### src/rtl/score_sequencer.sv
// -----------------------------------------------------------------------------
// score_sequencer
// Plays a song held in a synchronous-read score ROM. Each step fetches one
// {note, duration} entry and drives the note generator for `duration` cycles.
// Then it inserts a fixed silent articulation gap before the next entry.
// Supports start, stop, pause and looping.
//
// Ports
//   clk            system clock
//   rst_n          asynchronous active-low reset
//   start_i        one-cycle pulse, begin playback at entry 0 (ignored while busy)
//   stop_i         one-cycle pulse, abort playback (wins over start_i)
//   pause_i        level, freezes the PLAY/GAP counters while high
//   loop_en_i      level, restart at entry 0 when the end of the score is reached
//   rom_addr_o     score ROM address (registered)
//   rom_data_i     {note[31:24], duration[23:0]}, valid one cycle after rom_addr_o
//   note_o         note number to the note generator (registered)
//   duration_o     current note duration in clk cycles (registered)
//   play_enable_o  note generator enable (registered)
//   busy_o         high in every state except IDLE
//   done_o         one-cycle pulse on a normal end of score
//   cur_index_o    index of the entry being played
// -----------------------------------------------------------------------------
module score_sequencer #(
  parameter int unsigned ADDR_W     = 8,
  parameter int unsigned GAP_CYCLES = 600000,
  parameter logic [7:0]  END_CODE   = 8'hFF
) (
  input  logic              clk,
  input  logic              rst_n,
  input  logic              start_i,
  input  logic              stop_i,
  input  logic              pause_i,
  input  logic              loop_en_i,
  output logic [ADDR_W-1:0] rom_addr_o,
  input  logic [31:0]       rom_data_i,
  output logic [7:0]        note_o,
  output logic [23:0]       duration_o,
  output logic              play_enable_o,
  output logic              busy_o,
  output logic              done_o,
  output logic [ADDR_W-1:0] cur_index_o
);

  localparam int unsigned     GAP_W        = (GAP_CYCLES > 1) ? $clog2(GAP_CYCLES) : 1;
  localparam int unsigned     GAP_LAST_INT = (GAP_CYCLES > 0) ? (GAP_CYCLES - 1) : 0;
  localparam logic [GAP_W-1:0] GAP_LAST    = GAP_W'(GAP_LAST_INT);
  localparam logic            GAP_EN       = (GAP_CYCLES != 0);
  localparam logic [ADDR_W-1:0] IDX_LAST   = {ADDR_W{1'b1}};

  typedef enum logic [2:0] {
    S_IDLE  = 3'd0,
    S_FETCH = 3'd1,
    S_LOAD  = 3'd2,
    S_PLAY  = 3'd3,
    S_GAP   = 3'd4,
    S_DONE  = 3'd5
  } state_e;

  state_e            state_q, state_d;
  logic [ADDR_W-1:0] index_q, index_d;
  logic [ADDR_W-1:0] cur_index_q, cur_index_d;
  logic [7:0]        note_q, note_d;
  logic [23:0]       dur_q, dur_d;
  logic [23:0]       dur_cnt_q, dur_cnt_d;
  logic [GAP_W-1:0]  gap_cnt_q, gap_cnt_d;
  logic              pe_q, pe_d;

  logic [7:0]        rom_note_s;
  logic [23:0]       rom_dur_s;
  state_e            end_state_s, adv_state_s;
  logic [ADDR_W-1:0] end_index_s, adv_index_s;

  assign rom_note_s = rom_data_i[31:24];
  assign rom_dur_s  = rom_data_i[23:0];

  // End-of-score and advance targets, shared by LOAD, PLAY and GAP exits.
  always_comb begin
    if (loop_en_i) begin
      end_state_s = S_FETCH;
      end_index_s = {ADDR_W{1'b0}};
    end else begin
      end_state_s = S_DONE;
      end_index_s = index_q;
    end
    // The last ROM entry never wraps implicitly; it is treated as end of score.
    if (index_q == IDX_LAST) begin
      adv_state_s = end_state_s;
      adv_index_s = end_index_s;
    end else begin
      adv_state_s = S_FETCH;
      adv_index_s = index_q + {{(ADDR_W-1){1'b0}}, 1'b1};
    end
  end

  // State register and datapath registers.
  always_ff @(posedge clk or negedge rst_n) begin
    if (!rst_n) begin
      state_q     <= S_IDLE;
      index_q     <= {ADDR_W{1'b0}};
      cur_index_q <= {ADDR_W{1'b0}};
      note_q      <= 8'd0;
      dur_q       <= 24'd0;
      dur_cnt_q   <= 24'd0;
      gap_cnt_q   <= {GAP_W{1'b0}};
      pe_q        <= 1'b0;
    end else begin
      state_q     <= state_d;
      index_q     <= index_d;
      cur_index_q <= cur_index_d;
      note_q      <= note_d;
      dur_q       <= dur_d;
      dur_cnt_q   <= dur_cnt_d;
      gap_cnt_q   <= gap_cnt_d;
      pe_q        <= pe_d;
    end
  end

  // Next-state and next-datapath logic.
  always_comb begin
    state_d     = state_q;
    index_d     = index_q;
    cur_index_d = cur_index_q;
    note_d      = note_q;
    dur_d       = dur_q;
    dur_cnt_d   = dur_cnt_q;
    gap_cnt_d   = gap_cnt_q;
    pe_d        = pe_q;

    if (stop_i) begin
      state_d     = S_IDLE;
      index_d     = {ADDR_W{1'b0}};
      cur_index_d = {ADDR_W{1'b0}};
      note_d      = 8'd0;
      dur_d       = 24'd0;
      dur_cnt_d   = 24'd0;
      gap_cnt_d   = {GAP_W{1'b0}};
      pe_d        = 1'b0;
    end else begin
      case (state_q)
        S_IDLE: begin
          pe_d = 1'b0;
          if (start_i) begin
            state_d = S_FETCH;
            index_d = {ADDR_W{1'b0}};
          end else begin
            state_d = S_IDLE;
          end
        end
        S_FETCH: begin
          state_d = S_LOAD;
        end
        S_LOAD: begin
          if (rom_note_s == END_CODE) begin
            state_d = end_state_s;
            index_d = end_index_s;
          end else if (rom_dur_s == 24'd0) begin
            state_d = adv_state_s;
            index_d = adv_index_s;
          end else begin
            note_d      = rom_note_s;
            dur_d       = rom_dur_s;
            cur_index_d = index_q;
            pe_d        = 1'b1;
            dur_cnt_d   = 24'd0;
            state_d     = S_PLAY;
          end
        end
        S_PLAY: begin
          // A cycle counts toward the note only when play_enable was actually
          // high in it, so the enable is high for exactly `duration` cycles.
          if (pe_q && (dur_cnt_q == (dur_q - 24'd1))) begin
            pe_d      = 1'b0;
            dur_cnt_d = 24'd0;
            gap_cnt_d = {GAP_W{1'b0}};
            if (GAP_EN) begin
              state_d = S_GAP;
            end else begin
              state_d = adv_state_s;
              index_d = adv_index_s;
            end
          end else begin
            pe_d = !pause_i;
            if (pe_q) begin
              dur_cnt_d = dur_cnt_q + 24'd1;
            end else begin
              dur_cnt_d = dur_cnt_q;
            end
          end
        end
        S_GAP: begin
          pe_d = 1'b0;
          if (pause_i) begin
            gap_cnt_d = gap_cnt_q;
          end else if (gap_cnt_q == GAP_LAST) begin
            gap_cnt_d = {GAP_W{1'b0}};
            state_d   = adv_state_s;
            index_d   = adv_index_s;
          end else begin
            gap_cnt_d = gap_cnt_q + {{(GAP_W-1){1'b0}}, 1'b1};
          end
        end
        S_DONE: begin
          pe_d    = 1'b0;
          state_d = S_IDLE;
        end
        default: begin
          pe_d    = 1'b0;
          state_d = S_IDLE;
        end
      endcase
    end
  end

  // Outputs: status flags decoded from the state register, datapath registers driven straight out.
  always_comb begin
    busy_o        = (state_q != S_IDLE);
    done_o        = (state_q == S_DONE);
    rom_addr_o    = index_q;
    cur_index_o   = cur_index_q;
    note_o        = note_q;
    duration_o    = dur_q;
    play_enable_o = pe_q;
  end

endmodule

### config.mk
export PLATFORM = sky130hd
export DESIGN_NAME = score_sequencer
export DESIGN_NICKNAME = d
export VERILOG_FILES = /design/src/rtl/score_sequencer.sv
export SDC_FILE = /design/constraint.sdc
export NUM_CORES = 1
export LEC_CHECK = 0
export CORE_MARGIN = 1
export CORE_UTILIZATION = 55
export CTS_CLUSTER_SIZE = 25
export DETAILED_ROUTE_END_ITERATION = 12
export PLACE_DENSITY_LB_ADDON = 0.3
export SETUP_SLACK_MARGIN = 0.15
export SLEW_MARGIN = 20
export SYNTH_ARGS = -nofsm -noshare
export SYNTH_HDL_FRONTEND = slang
export SYNTH_SLANG_ARGS = --single-unit
### constraint.sdc
create_clock -name clk -period 3.4 [get_ports clk]
set_input_delay 0.68 -clock clk [delete_from_list [all_inputs] [get_ports clk]]
set_output_delay 0.68 -clock clk [all_outputs]
set_load 0.005 [all_outputs]
-- After elaboration in Yosys (flattened, before gate mapping)
Index checks and enable logic that the tools add are counted.
- add/sub/neg operators: 4
- multiply operators: 0
- divide/modulo/power cells: 0
- order comparisons: 0
- eq/ne operators: 20
- shift-type cells: 0
- muxes and demuxes: 47
- bitwise logic cells: 0
- reductions and logical operators: 15
- operators by type and width (operator ; count):
    24-bit 2-to-1 mux ; 9
    8-bit 2-to-1 mux ; 16
    20-bit 2-to-1 mux ; 4
    24-bit case mux with 2 select lines ; 1
    20-bit case mux with 2 select lines ; 1
    24-bit by 1-bit adder with 24-bit output (second input constant) ; 1
    24-bit equality test ; 1
    24-bit logical NOT ; 1
    3-bit 2-to-1 mux ; 8
    8-bit case mux with 3 select lines ; 1
    24-bit by 1-bit subtractor with 24-bit output (second input constant) ; 1
    20-bit by 1-bit adder with 20-bit output (second input constant) ; 1
    20-bit equality test (second input constant) ; 1
    3-bit inequality test (second input constant) ; 6
    8-bit equality test (second input constant) ; 2
    3-bit case mux with 5 select lines ; 1
    3-bit AND reduction ; 4
    3-bit nonzero test ; 3
    8-bit by 1-bit adder with 8-bit output (second input constant) ; 1
    4-bit inequality test (second input constant) ; 2
    3-bit by 2-bit equality test with 1-bit output (second input constant) ; 2
    3-bit equality test (second input constant) ; 2
    2-bit inequality test (second input constant) ; 3
    1-bit 2-to-1 mux ; 5
    other kinds (9) ; 9
- register bits after elaboration: 96
- bits in latches: 0
- RAM bits: 0
- bits in read-only memories: 0
- input port bits: 38
- output and inout port bits: 51
- word-level logic and storage cells: 94
- memories: 0

-- Logic depth before layout (Yosys ltp)
Gate-level depths: netlist of the first run.
- depth in word-level cells: 6
- depth in mapped cells: 12
- gate-level depth less buffers: 10

-- Worst setup path after synthesis of the first run
OpenSTA, ideal clock, no wires.
- kind: flip-flop to flip-flop
- start point: register dur_q[0] (netlist: duration_o[0])
- end point: register gap_cnt_q[11]
- setup time: 0.130 ns
- arrival: 2.764 ns
- required time: 3.270 ns
- slack: 0.507 ns
- stages on the path, launching flop included: 13
- path buffers: 2
- clock period less this slack: 2.893 ns
- cells stage by stage: dfrtp_1 > inv_1 > ha_1 > or3b_2 > or4_1 > o21ai_1 > nand3_1 > nor4_1 > nand4_1 > o21a_1 > buf_6 > buf_6 > o2bb2ai_1
- cells in the longest elaborated chain, start to end: 5
- ends and longest elaborated chain (item ; line ; text):
    from (decl) ; 64 ; logic [23:0] dur_q, dur_d;
    from (signal assigned) ; 112 ; dur_q <= dur_d;
    24-bit by 1-bit subtractor with 24-bit output ; 172 ; if (pe_q && (dur_cnt_q == (dur_q - 24'd1))) begin
    24-bit equality test ; 172 ;
    1-bit logical AND ; 172 ;
    3-bit inequality test (no source line) ; -- ;
    3-bit AND reduction (no source line) ; -- ;
    to (signal assigned) ; 105 ; gap_cnt_q <= {GAP_W{1'b0}};
    to (signal assigned) ; 114 ; gap_cnt_q <= gap_cnt_d;
    to (decl) ; 66 ; logic [GAP_W-1:0] gap_cnt_q, gap_cnt_d;
Every way passes these cells.
A chain may end at the register's enable or synchronous reset.

-- Final worst setup path of the first run
- start point: register dur_q[0] (netlist: duration_o[0])
- end point: register gap_cnt_q[2]
Same word-level chain as after synthesis.

==> results.toml, run 1 <==
[status]
status = "complete, no violations"

[pwr]
ir_worst_vdd_uv = 237
clockPowerShare_pct = 29.5
switching_power_w = 0.000807
comb_power_share_pct = 24.4
finalPower_w = 0.00265
p_seq_share_pct = 46.1
internal-power_w = 0.00184
p_per_area_nw_per_um2 = 371
swShare_pct = 30.5
p_leak_nw = 2.88

[synthesis]
yosysSeqAreaShare_pct = 41.0
syn_avg_cell_area_um2 = 8.47
ys_ff_latch = 96
async_flop_share_pct = 100
netlist_area_um2 = 5860
synthCells = 691
netlist.area_leader.share_pct = 41.0
synth_ff_type = "dfrtp_1"
ys_top_cells_by_count = "113 x nand2_1, 96 x dfrtp_1, 63 x a21oi_1"
synth-edff-count = 0
synth_nets = 733
yosys_warnings = 0
ys_types = 63
synth_top_area_cell = "dfrtp_1"
yosysMostFrequentCell = "nand2_1"
synth.area.top_cells = "dfrtp_1 41%, nand2_1 7.2%, a21oi_1 5.4%"

[detailed_routing]
drt-total-wl_um = 15200
viasPerCell = 6.08
drt_iter0_markers = 364
ant_nets = 0
vias = 5569
drc = 0
dr.pass1.iters = 5
post_drt_wl_per_cell_um = 16.6

[finish]
num_antenna_cells = 0
drive_above_1_share_pct = 7.69
area_delta_synth_final_pct = 21.9
nNetsFinal = 817
fillerInstances = 844

[sta]
drv_slew = 0
finalCriticalPeriod_ns = 3.04
fmaxAchievable_ghz = 0.329
final_hold_viol_count = 0
finalSetupTns_ns = 0
rsz0062_at_grt = "false"
maxSlewHeadroom_pct = 40.4
setup_viol = 0
fin_crit_sh_pct = 89.5
finClkSkew_ns = 0.0115
tightest_slew_ns = 0.894

[clock_tree]
h-tree-depth = 3
cts.sinks = 96
post_cts_buffers = 0
cts_buffers = 9
root_buffer = "clkbuf_8"
clock_latency_ns = 0.37
cts_tree = "built"
clk_pin_slew_ns = 0.09
clockBufferDepth = 2

[critical_path]
rr_worst_depth = 10
path_cells = "inv_1 -> ha_1 -> or3b_2 -> or4_1 -> o21ai_1 -> nand3_1 -> nor4_1 -> nand4_1 -> o21a_4 -> a21o_1"
path_buf_inv = 1
cp_max_fo = 19
critPathMaxStageDelay_ns = 0.48
crit_slowest_cell = "or3b_2"
path_class = "reg -> reg"
reg2reg_setup_slack_ns = 0.36
worst_setup_path_start_kind = "register"
r2r-start = "duration_o[0]$_DFFE_PN0P_"
arrival_ns = 3.31
r2r-end = "gap_cnt_q[2]$_DFFE_PN0P_"
worstPathRequired_ns = 3.66
crit_family = "simple AND/OR/NAND/NOR gates"
setup.worst_path.end_class = "register"

[global_routing]
globalRouteOverflowTotal = 0
grtUsageTotal_pct = 29.3
grt_pass1_wl_um = 26200
grt_antenna_before_repair = 0
first_global_vias = 5454
grt_max_degree = 52

[run]
cap_violations = 0

[place]
gp_congestion = 0.938
dp_hpwl_um = 11100
port_buffers = 88

[die]
core_area_um2 = 10300
start_util_pct = 56.7
die_w_um = 105
rows = 37
die_h_um = 105
dieArea_um2 = 11100
io_pins = 89

[worst_hold_path]
hp-class = "in -> async"
area by class of cell:
| type | instances | area [um2] | share of cell area, % |
|---|---|---|---|
| Clock inverter | 3 | 40.0 | 0.561 |
| Multi-Input combinational cell | 548 | 3270 | 45.8 |
| Clock buffer | 13 | 159 | 2.23 |
| Timing Repair Buffer | 109 | 1060 | 14.8 |
| Inverter | 11 | 41.3 | 0.579 |
| Tap cell | 136 | 170 | 2.38 |
| Sequential cell | 96 | 2400 | 33.7 |
flip-flops by register name (all words and copies together) (netlist names):
name / count
dur_cnt_q: 24
duration_o: 24
state_q: 3
play_enable_o: 1
note_o: 8
gap_cnt_q: 20
rom_addr_o: 8
cur_index_o: 8
cell usage in the layout (no fill, tap or decap), types with 5 or more instances in the layout:
cell type / instances
clkbuf_8: 11
clkdlybuf4s50_1: 86
or3_1: 6
xnor2_1: 30
nor3_1: 27
a31oi_1: 9
dfrtp_1: 96
nand2b_1: 5
o21ai_0: 14
mux2i_1: 10
a21o_1: 7
nand4_1: 22
nor4_1: 17
nor2_2: 6
inv_1: 11
nor2_1: 57
nor2b_1: 6
o2bb2ai_1: 13
and3_1: 10
or2_2: 5
or4_1: 5
nand3_1: 30
buf_4: 20
nand2_1: 113
a21oi_1: 63
xor2_1: 22
kinds of logic after synthesis:
kind of cell               share of synthesized area [%]
muxes                                               1.71
adders and majority gates                          0.855
DFF                                                 41.0
xor gates and xnor gates                            7.78
and+or+nand+nor                                     29.0
AOI/OAI and AO/OA                                   16.1
buffers and inverters                               3.57
through the flow:
stage	utilization, %	hold slack [ns]	area [um2]	setup WS [ns]	std cells
after detailed placement	67.0	0.517	6920	0.0751	900
after global routing	69.1	0.363	7140	0.141	916
after CTS	69.0	0.327	7120	0.207	916
after global placement	67.0	0.510	6920	0.158	900
after floorplan	-	0.384	5860	0.507	691
final	69.1	0.308	7140	0.358	916
worst reg2reg max path: cells and delay by family (launching register included):
kind / cells / cell delay (ns)
AO/OA/AOI/OAI: 3 / 0.73
adder cells (fa/ha/maj): 1 / 0.21
buffers and inverters: 1 / 0.06
flip-flops: 1 / 0.39
AND/OR/NAND/NOR: 5 / 1.55
power groups by stage:
stage | sequential (W) | clock [W] | combinational (W)
finish | 0.00122 | 0.000780 | 0.000647
CTS | 0.00122 | 0.000793 | 0.000640
global placement | 0.00124 | 0 | 0.000621
floorplan | 0.00122 | 0 | 0.000402
global route | 0.00123 | 0.000832 | 0.000712
detailed placement | 0.00124 | 0 | 0.000636
worst max-delay path by stage:
stage | startpoint | to | slack [ns] | cells after the start
2_1_floorplan | duration_o[0]$_DFFE_PN0P_ | gap_cnt_q[11]$_DFFE_PN0P_ | 0.51 | 12
3_3_place_gp | rom_data_i[20] | dur_cnt_q[21]$_DFFE_PN0P_ | 0.16 | 10
3_5_place_dp | rom_data_i[20] | dur_cnt_q[21]$_DFFE_PN0P_ | 0.08 | 10
4_1_cts | duration_o[0]$_DFFE_PN0P_ | gap_cnt_q[4]$_DFFE_PN0P_ | 0.21 | 10
5_1_grt | duration_o[0]$_DFFE_PN0P_ | gap_cnt_q[4]$_DFFE_PN0P_ | 0.14 | 10
6_report | duration_o[0]$_DFFE_PN0P_ | gap_cnt_q[2]$_DFFE_PN0P_ | 0.36 | 10
routing by layer:
layer  share of wire [%]  track usage, %  wire, um
met1                  43            38.2      6470
met2                  49            48.3      7480
met3                 5.1            3.56       770
met4                 3.2            14.5       489
met5                   0               0         0
what timing repair did:
item,CTS,global route
pin swaps,0,1
hold buffers,0,0
cloned,0,0
resized for setup,1,3
setup endpoints to repair,15,40
Note: power is estimated with default switching activity, not from simulation.
==> run 2: changes to the inputs <==
--- a/config.mk
+++ b/config.mk
@@ -5,7 +5,7 @@
 export SDC_FILE = /design/constraint.sdc
 export NUM_CORES = 1
 export LEC_CHECK = 0
-export CORE_MARGIN = 1
+export CORE_MARGIN = 5
 export CORE_UTILIZATION = 55
 export CTS_CLUSTER_SIZE = 25
 export DETAILED_ROUTE_END_ITERATION = 12
==> results.toml, run 2 (synthesis gave the netlist of run 1 again) <==
[detailed_routing]
drt_iter0_markers = 436
drt-total-wl_um = 15900
post_drt_wl_per_cell_um = 17.5
dr.pass1.iters = 5
ant_nets = 0
drc = 0
viasPerCell = 6.08
vias = 5543

[clock_tree]
clk_pin_slew_ns = 0.09
clockBufferDepth = 2
cts.sinks = 96
cts_buffers = 9
h-tree-depth = 3
root_buffer = "clkbuf_8"
cts_hold_buf = 0
cts_tree = "built"
clock_latency_ns = 0.39
post_cts_buffers = 0

[critical_path]
worst_setup_path_start_kind = "register"
startpoint = "duration_o[1]$_DFFE_PN0P_"
rr_worst_depth = 10
r2r-start = "duration_o[1]$_DFFE_PN0P_"
worstPathRequired_ns = 3.68
reg2reg_setup_slack_ns = 0.34
setup.worst_path.end_class = "register"
cp_max_fo = 19
arrival_ns = 3.34
endpoint = "gap_cnt_q[6]$_DFFE_PN0P_"
path_class = "reg -> reg"
r2r-end = "gap_cnt_q[6]$_DFFE_PN0P_"

[sta]
finClkSkew_ns = 0.0153
tightest_slew_ns = 0.845
fmaxAchievable_ghz = 0.326
setup_viol = 0
maxSlewHeadroom_pct = 43.6
rsz0062_at_grt = "true"
fin_crit_sh_pct = 90.1
finalCriticalPeriod_ns = 3.06
final.setup.worst_slack_ns = 0.336
drv_slew = 0
final_hold_viol_count = 0
finalSetupTns_ns = 0

[finish]
fillerInstances = 832
fin_area_um2 = 7090
num_antenna_cells = 0
final_cell_mix = "113 x nand2_1, 96 x dfrtp_1, 86 x clkdlybuf4s50_1"
nNetsFinal = 812
area_delta_synth_final_pct = 21.1
drive_above_1_share_pct = 7.23
final_common_cell = "nand2_1"

[die]
dieArea_um2 = 12800
io_pins = 89
core_area_um2 = 10400
die_w_um = 113
die_h_um = 113
rows = 37
start_util_pct = 56.5

[status]
status = "complete, no violations"

[pwr]
ir_worst_vdd_uv = 255
p_leak_nw = 2.85
p_per_area_nw_per_um2 = 371

[global_routing]
grtUsageTotal_pct = 25.7
grt_max_degree = 53
grt_antenna_before_repair = 0
first_global_vias = 5562
globalRouteOverflowTotal = 0
grt_pass1_wl_um = 26900

[place]
gp_congestion = 0.866
place_ws_ns = 0.115
port_buffers = 88
place_area_um2 = 6870
dp_hpwl_um = 11600

[worst_hold_path]
hp-class = "in -> async"

[run]
cap_violations = 0
-- run 2: repair_timing --
item / 4_1_cts / 5_1_grt
cloned: 0 / 1
pin swaps: 0 / 0
gates resized for setup: 1 / 2
endpoints found under the hold margin: 0 / 0
endpoints found under the setup margin: 40 / 40
-- run 2: layout make-up --
cell class              instances  area, um2  share of cell area (%)
multi-input cells             549       3270                    46.1
flip-flops and latches         96       2400                    33.9
repair buffers                103       1010                    14.3
well taps                     136        170                    2.40
clock buffers                  10        128                    1.80
clock inverters                 6       67.6                   0.953
inverters                      11       41.3                   0.582
-- run 2: routing by layer --
| metal | wire [um] | vias up | part of all wire [%] | track usage [%] |
|---|---|---|---|---|
| li1 | - | 2644 | - | - |
| met1 | 6660 | 2683 | 42 | 32.8 |
| met2 | 7870 | 176 | 49 | 42.7 |
| met3 | 804 | 40 | 5.1 | 3.96 |
| met4 | 570 | 0 | 3.6 | 12.3 |
| met5 | 0 | - | 0 | 0 |
-- run 2: where the power goes --
| group | internal, W | switching, W |
|---|---|---|
| Combinational | 0.000274 | 0.000359 |
| Clock | 0.000343 | 0.000437 |
| Sequential | 0.00117 | 0.0000510 |
-- run 2: how the worst min path moves through the flow --
stage / from / slack, ns / end
6_report: rst_n / 0.29 / duration_o[9]$_DFFE_PN0P_
5_1_grt: rst_n / 0.34 / duration_o[10]$_DFFE_PN0P_
4_1_cts: rst_n / 0.32 / duration_o[11]$_DFFE_PN0P_
3_5_place_dp: cur_index_o[5]$_DFFE_PN0P_ / 0.52 / cur_index_o[5]$_DFFE_PN0P_
3_3_place_gp: cur_index_o[3]$_DFFE_PN0P_ / 0.51 / cur_index_o[3]$_DFFE_PN0P_
2_1_floorplan: rst_n / 0.38 / cur_index_o[0]$_DFFE_PN0P_
-- run 2: critical path, stage by stage (launching register included) --
cell	delay (ns)
dfrtp_1	0.39
inv_1	0.06
ha_1	0.19
nor3b_2	0.35
nand4_1	0.33
a311oi_1	0.40
o211ai_1	0.16
nor4_1	0.30
nand4_1	0.17
o21a_2	0.39
a21o_1	0.23
-- run 2: per-stage QoR --
step	utilization, %	power (W)	hold slack (ns)	std cells
6_report	68.4	0.00263	0.294	911
5_1_grt	68.4	0.00276	0.342	911
4_1_cts	68.2	0.00263	0.317	910
3_5_place_dp	66.3	0.00186	0.521	894
3_3_place_gp	66.3	0.00184	0.509	894
2_1_floorplan	-	0.00162	0.384	691
==> run 3: changes to the inputs <==
--- a/config.mk
+++ b/config.mk
@@ -9,6 +9,8 @@
 export CORE_UTILIZATION = 55
 export CTS_CLUSTER_SIZE = 25
 export DETAILED_ROUTE_END_ITERATION = 12
+export HOLD_SLACK_MARGIN = 0.03
+export MAX_ROUTING_LAYER = met4
 export PLACE_DENSITY_LB_ADDON = 0.3
 export SETUP_SLACK_MARGIN = 0.15
 export SLEW_MARGIN = 20
==> results.toml, run 3 (synthesis gave the netlist of run 1 again) <==
[clock_tree]
cts_tree = "built"
root_buffer = "clkbuf_8"
cts_buffers = 9
clock_latency_ns = 0.38
h-tree-depth = 3
cts.sinks = 96
cts_hold_buf = 0
clockBufferDepth = 2
clk_pin_slew_ns = 0.09

[critical_path]
worstPathRequired_ns = 3.67
r2r-start = "duration_o[0]$_DFFE_PN0P_"
path_cells = "inv_1 -> ha_1 -> or3b_2 -> or4_1 -> o21ai_1 -> nand3_1 -> nor4_1 -> nand4_1 -> o21a_2 -> a21o_1"
reg2reg_setup_slack_ns = 0.33
cp_num_cells = 10
crit_family = "simple AND/OR/NAND/NOR gates"
worst_setup_path_start_kind = "register"
path_class = "reg -> reg"
crit_slowest_cell = "or3b_2"
arrival_ns = 3.34
critPathMaxStageDelay_ns = 0.49
r2r-end = "gap_cnt_q[0]$_DFFE_PN0P_"
setup.worst_path.end_class = "register"
path_buf_inv = 1
cp_max_fo = 19
startpoint = "duration_o[0]$_DFFE_PN0P_"
rr_worst_depth = 10

[finish]
drive_above_1_share_pct = 7.34
fin_util_pct = 68.4
area_delta_synth_final_pct = 21.2
fillerInstances = 852
final_common_cell = "nand2_1"
final_cell_mix = "113 x nand2_1, 96 x dfrtp_1, 86 x clkdlybuf4s50_1"
num_antenna_cells = 0
nNetsFinal = 814

[sta]
drv_slew = 0
rsz0062_at_grt = "false"
finalCriticalPeriod_ns = 3.07
finalSetupTns_ns = 0
fmaxAchievable_ghz = 0.326
maxSlewHeadroom_pct = 45.5
setup_viol = 0
fin_crit_sh_pct = 90.3
tightest_slew_ns = 0.818
final.setup.worst_slack_ns = 0.330
final_hold_viol_count = 0
finClkSkew_ns = 0.0168

[die]
core_area_um2 = 10400
start_util_pct = 56.5
dieArea_um2 = 12800
io_pins = 89
die_w_um = 113
die_h_um = 113
rows = 37

[global_routing]
grt_antenna_before_repair = 0
first_global_vias = 5323
globalRouteOverflowTotal = 0
grtUsageTotal_pct = 25.9
grt_max_degree = 53
grt_pass1_wl_um = 26400

[detailed_routing]
drt-total-wl_um = 16100
ant_nets = 0
drc = 0
post_drt_wl_per_cell_um = 17.6
vias = 5604
viasPerCell = 6.14
dr.pass1.iters = 7
drt_iter0_markers = 425

[place]
dp_hpwl_um = 11600
port_buffers = 88
gp_congestion = 0.888
place_ws_ns = 0.147

[status]
status = "complete, no violations"

[pwr]
swShare_pct = 31.5
p_leak_nw = 2.86
clockPowerShare_pct = 28.1
internal-power_w = 0.00178
comb_power_share_pct = 24.9
p_seq_share_pct = 46.9
ir_worst_vdd_uv = 224
p_per_area_nw_per_um2 = 367
switching_power_w = 0.000819

[worst_hold_path]
hp-class = "in -> async"

[run]
cap_violations = 0
[run 3: cell count changes in the layout (fill, tap and decap cells not counted), sizes merged]
cell	delta
buf	+2
clkbuf	+4
clkinv	-1
bufinv	-1
inv	-1
clkinvlp	-1
[run 3: layer usage]
metal	global-route usage (%)	vias up	wire length, um
met4	9.46	0	354
li1	-	2637	-
met2	42.9	180	8190
met3	3.05	29	730
met1	32.9	2758	6780
met5	-	-	0
[run 3: metrics by stage]
step                      hold slack (ns)  cells  area (um2)  power, W
final                               0.302    913        7100   0.00260
after global routing                0.348    913        7100   0.00273
after CTS                           0.320    910        7060   0.00259
after detailed placement            0.520    894        6870   0.00187
after global placement              0.509    894        6870   0.00185
after floorplan                     0.384    691        5860   0.00162
[run 3: worst max-delay path by stage]
| stage | to | slack (ns) |
|---|---|---|
| global placement | gap_cnt_q[10]$_DFFE_PN0P_ | 0.22 |
| global route | gap_cnt_q[10]$_DFFE_PN0P_ | 0.19 |
| floorplan | gap_cnt_q[11]$_DFFE_PN0P_ | 0.51 |
| finish | gap_cnt_q[0]$_DFFE_PN0P_ | 0.33 |
| detailed placement | dur_cnt_q[7]$_DFFE_PN0P_ | 0.15 |
| CTS | gap_cnt_q[0]$_DFFE_PN0P_ | 0.21 |
[run 3: power groups by stage]
stage	logic (W)	registers, W	clock network (W)
floorplan	0.000402	0.00122	0
global placement	0.000609	0.00124	0
detailed placement	0.000626	0.00124	0
CTS	0.000630	0.00122	0.000742
global route	0.000709	0.00123	0.000789
finish	0.000649	0.00122	0.000732
[run 3: cell type report]
type,instances,area (um2),share of cell area (%)
well taps,136,170,2.40
inverters,11,41.3,0.582
clock buffers,14,173,2.43
clock inverters,2,12.5,0.176
flip-flops and latches,96,2400,33.9
repair buffers,105,1030,14.5
multi-input cells,549,3270,46.1
[run 3: worst register-to-register path, cell delays in order, from the launching register on]
cell     delay (ns)
dfrtp_1        0.39
inv_1          0.06
ha_1           0.20
or3b_2         0.49
or4_1          0.48
o21ai_1        0.20
nand3_1        0.11
nor4_1         0.26
nand4_1        0.16
o21a_2         0.39
a21o_1         0.24
[run 3: repair_timing]
| action | in CTS | in global routing |
|---|---|---|
| resized for setup | 1 | 2 |
| gates cloned | 0 | 1 |
| pin swaps | 0 | 2 |
| buffers inserted | 0 | 2 |
| setup endpoints to repair | 12 | 40 |
